===== src/rtl/reg_bank_writer.sv =====
// reg_bank_writer: write side of the 16 x WIDTH register bank.
// Owns the register storage and presents r0..r15 straight to the read mux.
// Accepts single writes and load-multiple style bursts with per-byte enables,
// and pulses burst_done for one cycle when a burst finishes.
//
// Handshake: a beat transfers on a rising clk edge where wr_valid and
// wr_ready are both high. The source must keep the beat stable while
// wr_valid is high and wr_ready is low. wr_ready drops only during the single
// DONE cycle that follows a burst.
//
// WIDTH must be a multiple of 8. Each byte lane i maps to wr_be[i].
module reg_bank_writer #(
    parameter int              WIDTH     = 32,
    parameter logic [WIDTH-1:0] RESET_VAL = '0
) (
    input  logic               clk,
    input  logic               rst_n,
    input  logic               wr_valid,
    output logic               wr_ready,
    input  logic [3:0]         wr_addr,
    input  logic [WIDTH-1:0]   wr_data,
    input  logic [WIDTH/8-1:0] wr_be,
    input  logic               burst_start,
    input  logic [3:0]         burst_len,
    output logic               busy,
    output logic               burst_done,
    output logic [1:0]         dbg_state,
    output logic [WIDTH-1:0]   r0,
    output logic [WIDTH-1:0]   r1,
    output logic [WIDTH-1:0]   r2,
    output logic [WIDTH-1:0]   r3,
    output logic [WIDTH-1:0]   r4,
    output logic [WIDTH-1:0]   r5,
    output logic [WIDTH-1:0]   r6,
    output logic [WIDTH-1:0]   r7,
    output logic [WIDTH-1:0]   r8,
    output logic [WIDTH-1:0]   r9,
    output logic [WIDTH-1:0]   r10,
    output logic [WIDTH-1:0]   r11,
    output logic [WIDTH-1:0]   r12,
    output logic [WIDTH-1:0]   r13,
    output logic [WIDTH-1:0]   r14,
    output logic [WIDTH-1:0]   r15
);

    localparam int NB = WIDTH / 8;

    typedef enum logic [1:0] {
        IDLE  = 2'd0,
        BURST = 2'd1,
        DONE  = 2'd2
    } state_t;

    state_t             state_q, state_d;
    logic [3:0]         next_addr_q, next_addr_d;
    logic [3:0]         remaining_q, remaining_d;
    logic               wr_ready_q, wr_ready_d;
    logic               busy_q, busy_d;
    logic               burst_done_q, burst_done_d;
    logic [WIDTH-1:0]   regs_q [16];
    logic [WIDTH-1:0]   regs_d [16];

    logic               wr_fire;
    logic [3:0]         tgt_addr;
    logic [WIDTH-1:0]   merged;

    // A beat transfers only while the registered ready is high.
    assign wr_fire = wr_valid & wr_ready_q;

    // Inside a burst the address comes from the internal pointer; wr_addr is ignored.
    assign tgt_addr = (state_q == BURST) ? next_addr_q : wr_addr;

    // Next-state, burst bookkeeping and byte-merged register update.
    always_comb begin
        state_d     = state_q;
        next_addr_d = next_addr_q;
        remaining_d = remaining_q;
        regs_d      = regs_q;
        merged      = regs_q[tgt_addr];

        for (int b = 0; b < NB; b++) begin
            if (wr_be[b]) begin
                merged[8*b +: 8] = wr_data[8*b +: 8];
            end
        end

        if (wr_fire) begin
            regs_d[tgt_addr] = merged;
        end

        case (state_q)
            IDLE: begin
                if (wr_fire && burst_start) begin
                    if (burst_len == 4'd0) begin
                        state_d = DONE;
                    end else begin
                        state_d     = BURST;
                        next_addr_d = 4'(wr_addr + 4'd1);
                        remaining_d = burst_len;
                    end
                end
            end
            BURST: begin
                if (wr_fire) begin
                    next_addr_d = 4'(next_addr_q + 4'd1);
                    remaining_d = 4'(remaining_q - 4'd1);
                    if (remaining_q == 4'd1) begin
                        state_d = DONE;
                    end
                end
            end
            DONE: begin
                state_d = IDLE;
            end
            default: begin
                state_d = IDLE;
            end
        endcase

        // Outputs are registered versions of what the next state implies.
        wr_ready_d   = (state_d != DONE);
        busy_d       = (state_d == BURST);
        burst_done_d = (state_d == DONE);
    end

    // State, handshake outputs and register storage; reset abandons any burst.
    always_ff @(posedge clk or negedge rst_n) begin
        if (!rst_n) begin
            state_q      <= IDLE;
            next_addr_q  <= 4'd0;
            remaining_q  <= 4'd0;
            wr_ready_q   <= 1'b1;
            busy_q       <= 1'b0;
            burst_done_q <= 1'b0;
            for (int i = 0; i < 16; i++) begin
                regs_q[i] <= RESET_VAL;
            end
        end else begin
            state_q      <= state_d;
            next_addr_q  <= next_addr_d;
            remaining_q  <= remaining_d;
            wr_ready_q   <= wr_ready_d;
            busy_q       <= busy_d;
            burst_done_q <= burst_done_d;
            regs_q       <= regs_d;
        end
    end

    assign wr_ready   = wr_ready_q;
    assign busy       = busy_q;
    assign burst_done = burst_done_q;
    assign dbg_state  = state_q;

    assign r0  = regs_q[0];
    assign r1  = regs_q[1];
    assign r2  = regs_q[2];
    assign r3  = regs_q[3];
    assign r4  = regs_q[4];
    assign r5  = regs_q[5];
    assign r6  = regs_q[6];
    assign r7  = regs_q[7];
    assign r8  = regs_q[8];
    assign r9  = regs_q[9];
    assign r10 = regs_q[10];
    assign r11 = regs_q[11];
    assign r12 = regs_q[12];
    assign r13 = regs_q[13];
    assign r14 = regs_q[14];
    assign r15 = regs_q[15];

endmodule


===== config.mk =====
export PLATFORM = sky130hd
export DESIGN_NAME = reg_bank_writer
export DESIGN_NICKNAME = d
export VERILOG_FILES = /design/src/rtl/reg_bank_writer.sv
export SDC_FILE = /design/constraint.sdc
export NUM_CORES = 1
export LEC_CHECK = 0
export BUFFER_PORTS_ARGS = -buffer_cell sky130_fd_sc_hd__buf_4
export CAP_MARGIN = 20
export CORE_MARGIN = 5
export CORE_UTILIZATION = 36
export CTS_CLUSTER_DIAMETER = 30
export DETAILED_ROUTE_END_ITERATION = 8
export PLACE_DENSITY = 0.67
export SLEW_MARGIN = 15
export SYNTH_ARGS = -nofsm -noshare
export SYNTH_HDL_FRONTEND = slang
export SYNTH_SLANG_ARGS = --single-unit

===== constraint.sdc =====
create_clock -name clk -period 4.92 [get_ports clk]
set_clock_uncertainty 0.15 [all_clocks]
set_input_delay 0 -clock clk [delete_from_list [all_inputs] [get_ports clk]]
set_output_delay 0 -clock clk [all_outputs]
set_load 0.01 [all_outputs]

* Yosys cells after proc, flatten, opt, wreduce, memory -nomap -nowiden
Cells that the tools add are included.
** Word-level totals
- Register bits :: 525
- Bits of input ports :: 48
- Output and inout port bits :: 517
- Word-level logic and storage cells :: 67
** Cells by class
- Eq/ne operators :: 8
- $add $sub $neg :: 3
- Reduce and logical (&&, ||, !) cells :: 6
- Magnitude comparators :: 2
- Mux-type cells :: 24
- Bitwise operators :: 2
** Operator list (number)
- $bwmux W512 :: 1
- $bmux W32 S4 :: 1
- $demux W32 S4 :: 1
- $mux W32 :: 3
- $mux W8 :: 4
- $mux W4 :: 7
- $pmux W4 S2 :: 2
- $add A4 B1 Y4 const B :: 2
- $mux W2 :: 4
- $ne A2 B2 Y1 const B :: 4
- $ge A5 B5 Y1 const B :: 1
- $lt A5 B1 Y1 const B :: 1
- $not A4 Y5 :: 1
- $eq A2 B1 Y1 const B :: 2
- $eq A4 B1 Y1 const B :: 1
- $logic_not A4 Y1 :: 1
- $pmux W2 S2 :: 1
- $reduce_and A4 Y1 :: 1
- $sub A4 B1 Y4 const B :: 1
- $eq A2 B2 Y1 const B :: 1
- $logic_and A1 B1 Y1 :: 2
- $logic_not A2 Y1 :: 1
- $reduce_bool A2 Y1 :: 1
- $and A1 B1 Y1 :: 1

* Depth between registers and ports, before layout
- Word-level depth :: 8
- Depth in mapped cells :: 13
- Mapped depth without buffers :: 8

* Worst setup path before layout
OpenSTA, ideal clock, no wires.
- Path kind :: register -> register
- Start :: register state_q[1] (netlist: dbg_state[1])
- End :: register regs_q (netlist bit r13[10])
- Cell stages (with the launch flop) :: 12
- Slack :: 1.943 ns
- Period minus slack after synthesis :: 2.977 ns
- Setup time :: 0.104 ns
- Required time :: 4.666 ns
- Arrival :: 2.723 ns
- Buffers on the path :: 4
- Cells stage by stage :: dfrtp_1 > and2b_4 > mux2i_4 > buf_4 > buf_2 > ha_1 > nand2_1 > clkbuf_1 > nor2_1 > clkbuf_1 > nor2_1 > a221oi_1
** On the way
- Longest elaborated chain between the ends :: 8
- Elaborated cells on any way between the ends :: 13
- Classes of those cells :: order compare: 2; eq/ne: 1; mux: 8; bitwise: 1; reduce/logical: 1
** RTL lines
- start: declaration :: line 54 : state_t state_q, state_d;
- start signal: assignment :: line 139 : state_q <= state_d;
- $eq A2 B1 Y1 (*) :: line 71 : assign tgt_addr = (state_q == BURST) ? next_addr_q : wr_addr;
- $mux W4 (*) :: line 71
- $not A4 Y5 (not written as such) (*) :: line 79, 88
- $ge A5 B5 Y1 (not written as such) (tied with other cells) :: line 88 : regs_d[tgt_addr] = merged;
- $logic_and A1 B1 Y1 (not written as such) or $mux W32 (tied branches) :: line 88, 79
- $mux W32, on equally long branches :: line 88, 79
- $demux W32 S4 or $mux W8 (tied branches) :: line 88, 82
- $bwmux W512 (*) :: line 88
- end signal: assignment :: line 145 : regs_q <= regs_d;
- end: declaration :: line 60 : logic [WIDTH-1:0] regs_q [16];
Mark *: on every way between the ends. The rest lies on a longest branch, timed or not. The select of a mux whose other input is x is not followed.
A chain may end at the register's enable or synchronous reset.

* Worst setup path in the final report
- Start :: register state_q[0] (netlist: dbg_state[0])
- End :: register regs_q (netlist bit r0[31])
The elaborated chain is that of the path after synthesis.

==> metrics.txt <==
fmax 215 MHz; hpwl dp 77,500 microns; H-tree depth 3; clock buffer count from CTS approximately 120; clock sinks 525; RSZ-0062 raised after global routing no; Remaining Overflow, GRT 0; worst-margin pin slew 1.16 ns; most common cell after layout, fill and taps aside buf_4; Req. time, crit path 5.34 ns; Core Util, Final 50.8%; commonest non-fill, non-tap cells in the layout buf_4 (675), dfrtp_1 (524), nor2_1 (523); GRT busiest layer met2; CTS max path bufs 3; sequential share of the synthesized area around 52%; dominant synthesized flop cell dfrtp_1; Reg2Reg Depth 10; DR iter-0 viols around 3,200; peak supply drop 0.467 mV; Clock Latency Late Sink roughly 0.67 ns; WS Path Type reg -> reg; all-layer global routing usage just under 30%; TritonRoute pass-1 iters 8; drt total wl ~120,000 microns; crit start category flop; Hold EP remaining_q[0]; Pwr per Cell Area 888 mW/mm^2; IO Pins 565; Max-Cap Viols 0; Crit Reg-Reg Startpoint dbg_state[0]; Final TNS setup 0 ns; Vias per Instance 6.22; gpl congestion between 0.8 and 0.9; register bit total from synthesis between 500 and 600; Worst R2R End r0[31]; Min-Delay Path Class in -> reg; WL per Instance 27.3 microns; antenna viol nets, final 0; CTS tree yes; Period minus WS final 4.64 ns; post-synthesis cell type count 43; Hold Path Origin burst_len[0]; Die Span X 276 microns; DIE AREA roughly 0.076 sq mm; first-pass GRT wire length about 170,000 microns; CP Max Fanout 54; clock slew at reported path FFs ~0.05 ns; post-route DRC violation count 0; post-synth net total 2,717; Synth Area per Inst 9.54 sq um; worst endpoint data arrival time roughly 5.1 ns; Area growth syn-to-layout 40.0%; Site Rows between 90 and 100; Syn. warnings 0; # setup viols final 0; run status finished clean; crit end category flop; Slew Viols, Final 0; vias in the first global route between 20,000 and 30,000; fin crit share 94.4%; met1 track demand over resource 39.2%; met3 Use GR 8.66%; area of the core 0.0700 sq mm; initial antenna violation count 3; cells after synthesis 2,663; Initial Utilization 36.3%; share of post-route cells with drive strength above 1 29.3%; met2 usage 45.1%; WHS between 0.08 and 0.09 ns; Leak Pwr 15.5 nW; root buffer cell clkbuf_16; Synth async-reset ratio 100%; Post-CTS Setup Bufs 0; number of synthesized flops with an enable pin 0; slew margin rel. 22.4%; Worst Hold Path Cells 4; vias 26,700; Final Hold Viols 0; worst reg-to-reg setup slack 0.28 ns; largest net degree at the start of global routing 112; NumNets Final 3,311; Post-Syn Area 0.0254 sq mm; die extent in y about 280 microns; port bufs ~560
[worst max path at each step]
stage               cells past startpoint  endpoint         start  slack (ns)
global placement                        9    r1[25]  dbg_state[1]        0.76
global route                           10    r0[31]  dbg_state[0]        0.01
detailed placement                      9    r1[23]  dbg_state[1]        0.64
finish                                 10    r0[31]  dbg_state[0]        0.28
floorplan                              11   r13[10]  dbg_state[1]        1.94
CTS                                    10    r0[31]  dbg_state[1]        0.31
[what timing repair did]
item,4_1_cts,5_1_grt
hold buffers,54,0
hold endpoints to repair,673,0
resized for setup,0,0
[worst max-delay path, cell delays in order (launching register included)]
cell and delay (ns):
dfrtp_1 0.59, and2b_4 0.27, mux2i_4 0.34, buf_4 0.56, ha_1 0.28, nand2_2 0.45, nor2_4 0.82, buf_12 0.30
nor2_1 0.07, a221oi_2 0.15, dlygate4sd3_1 0.57
[flip-flops by register name, indices dropped and copies added (netlist names), 32 cells and up]
name,flops
r0,32
r10,32
r11,32
r12,32
r13,32
r14,32
r15,32
r1,32
r2,32
r3,32
r4,32
r5,32
r6,32
r7,32
r8,32
r9,32
[cell type report]
class                      count  area [sq um]
sequential                   525         13100
clock buffer                 153          3300
antenna                        2          5.00
timing repair buffer         748          5900
multi-input combinational   1855         11300
clock inverter                60           677
inverter                       9          46.3
tap                          940          1180
fill                        6238         34400
[through the flow]
step           cells  total power, mW  instance area [sq um]  worst slack (ns)
2_1_floorplan   2663             16.5                  25400              1.94
3_3_place_gp    4013             23.2                  30900             0.755
3_5_place_dp    4016             23.4                  31000             0.640
4_1_cts         4283             31.4                  35500             0.310
5_1_grt         4290             33.3                  35600            0.0138
6_report        4292             31.6                  35600             0.275
[kinds of logic (layout without fill, tap and decap cells)]
logic type | after synthesis | count (layout) | share of synthesized area, %
fa+ha+maj | 6 | 6 | 0.295
compound gates | 924 | 924 | 28.5
buf+inv | 283 | 970 | 4.66
mux | 4 | 4 | 0.231
other cells | 0 | 2 | 0
simple gates | 921 | 921 | 14.6
flops | 525 | 525 | 51.7
[cells in the mapped netlist (2+ instances only)]
| master | count | area share (%) |
|---|---|---|
| inv_1 | 7 | 0.10 |
| nand3_1 | 2 | 0.039 |
| nand4_1 | 2 | 0.049 |
| buf_2 | 74 | 1.5 |
| buf_1 | 33 | 0.49 |
| nor4_1 | 2 | 0.049 |
| clkbuf_1 | 160 | 2.4 |
| nor2b_1 | 32 | 0.79 |
| nand2_1 | 265 | 3.9 |
| a221oi_2 | 32 | 1.9 |
| a221oi_1 | 480 | 17 |
| nor2_2 | 8 | 0.20 |
| a31oi_1 | 4 | 0.098 |
| ha_1 | 6 | 0.30 |
| buf_4 | 6 | 0.18 |
| o21ai_0 | 9 | 0.18 |
| nor4bb_1 | 2 | 0.079 |
| inv_2 | 2 | 0.030 |
| dfrtp_1 | 524 | 52 |
| a22o_1 | 128 | 4.4 |
| nor3_1 | 68 | 1.3 |
| a21oi_1 | 266 | 5.2 |
| nor2_1 | 531 | 7.8 |
[metal layers]
layer / part of all wire [%] / up-vias / routed length, microns
met5: 0.0068 / - / 8
met2: 45 / 1764 / 52200
li1: - / 11300 / -
met3: 11 / 331 / 12800
met4: 5.1 / 2 / 5990
met1: 39 / 13300 / 46200
[report_power, final]
part           total (mW)  leakage [nW]  internal, mW  switching [mW]
Clock                7.81          1.94          5.28            2.53
Combinational        14.7          7.55          6.21            8.50
Sequential           9.07          6.05          6.58            2.49
(Power assumes the default switching activity.)
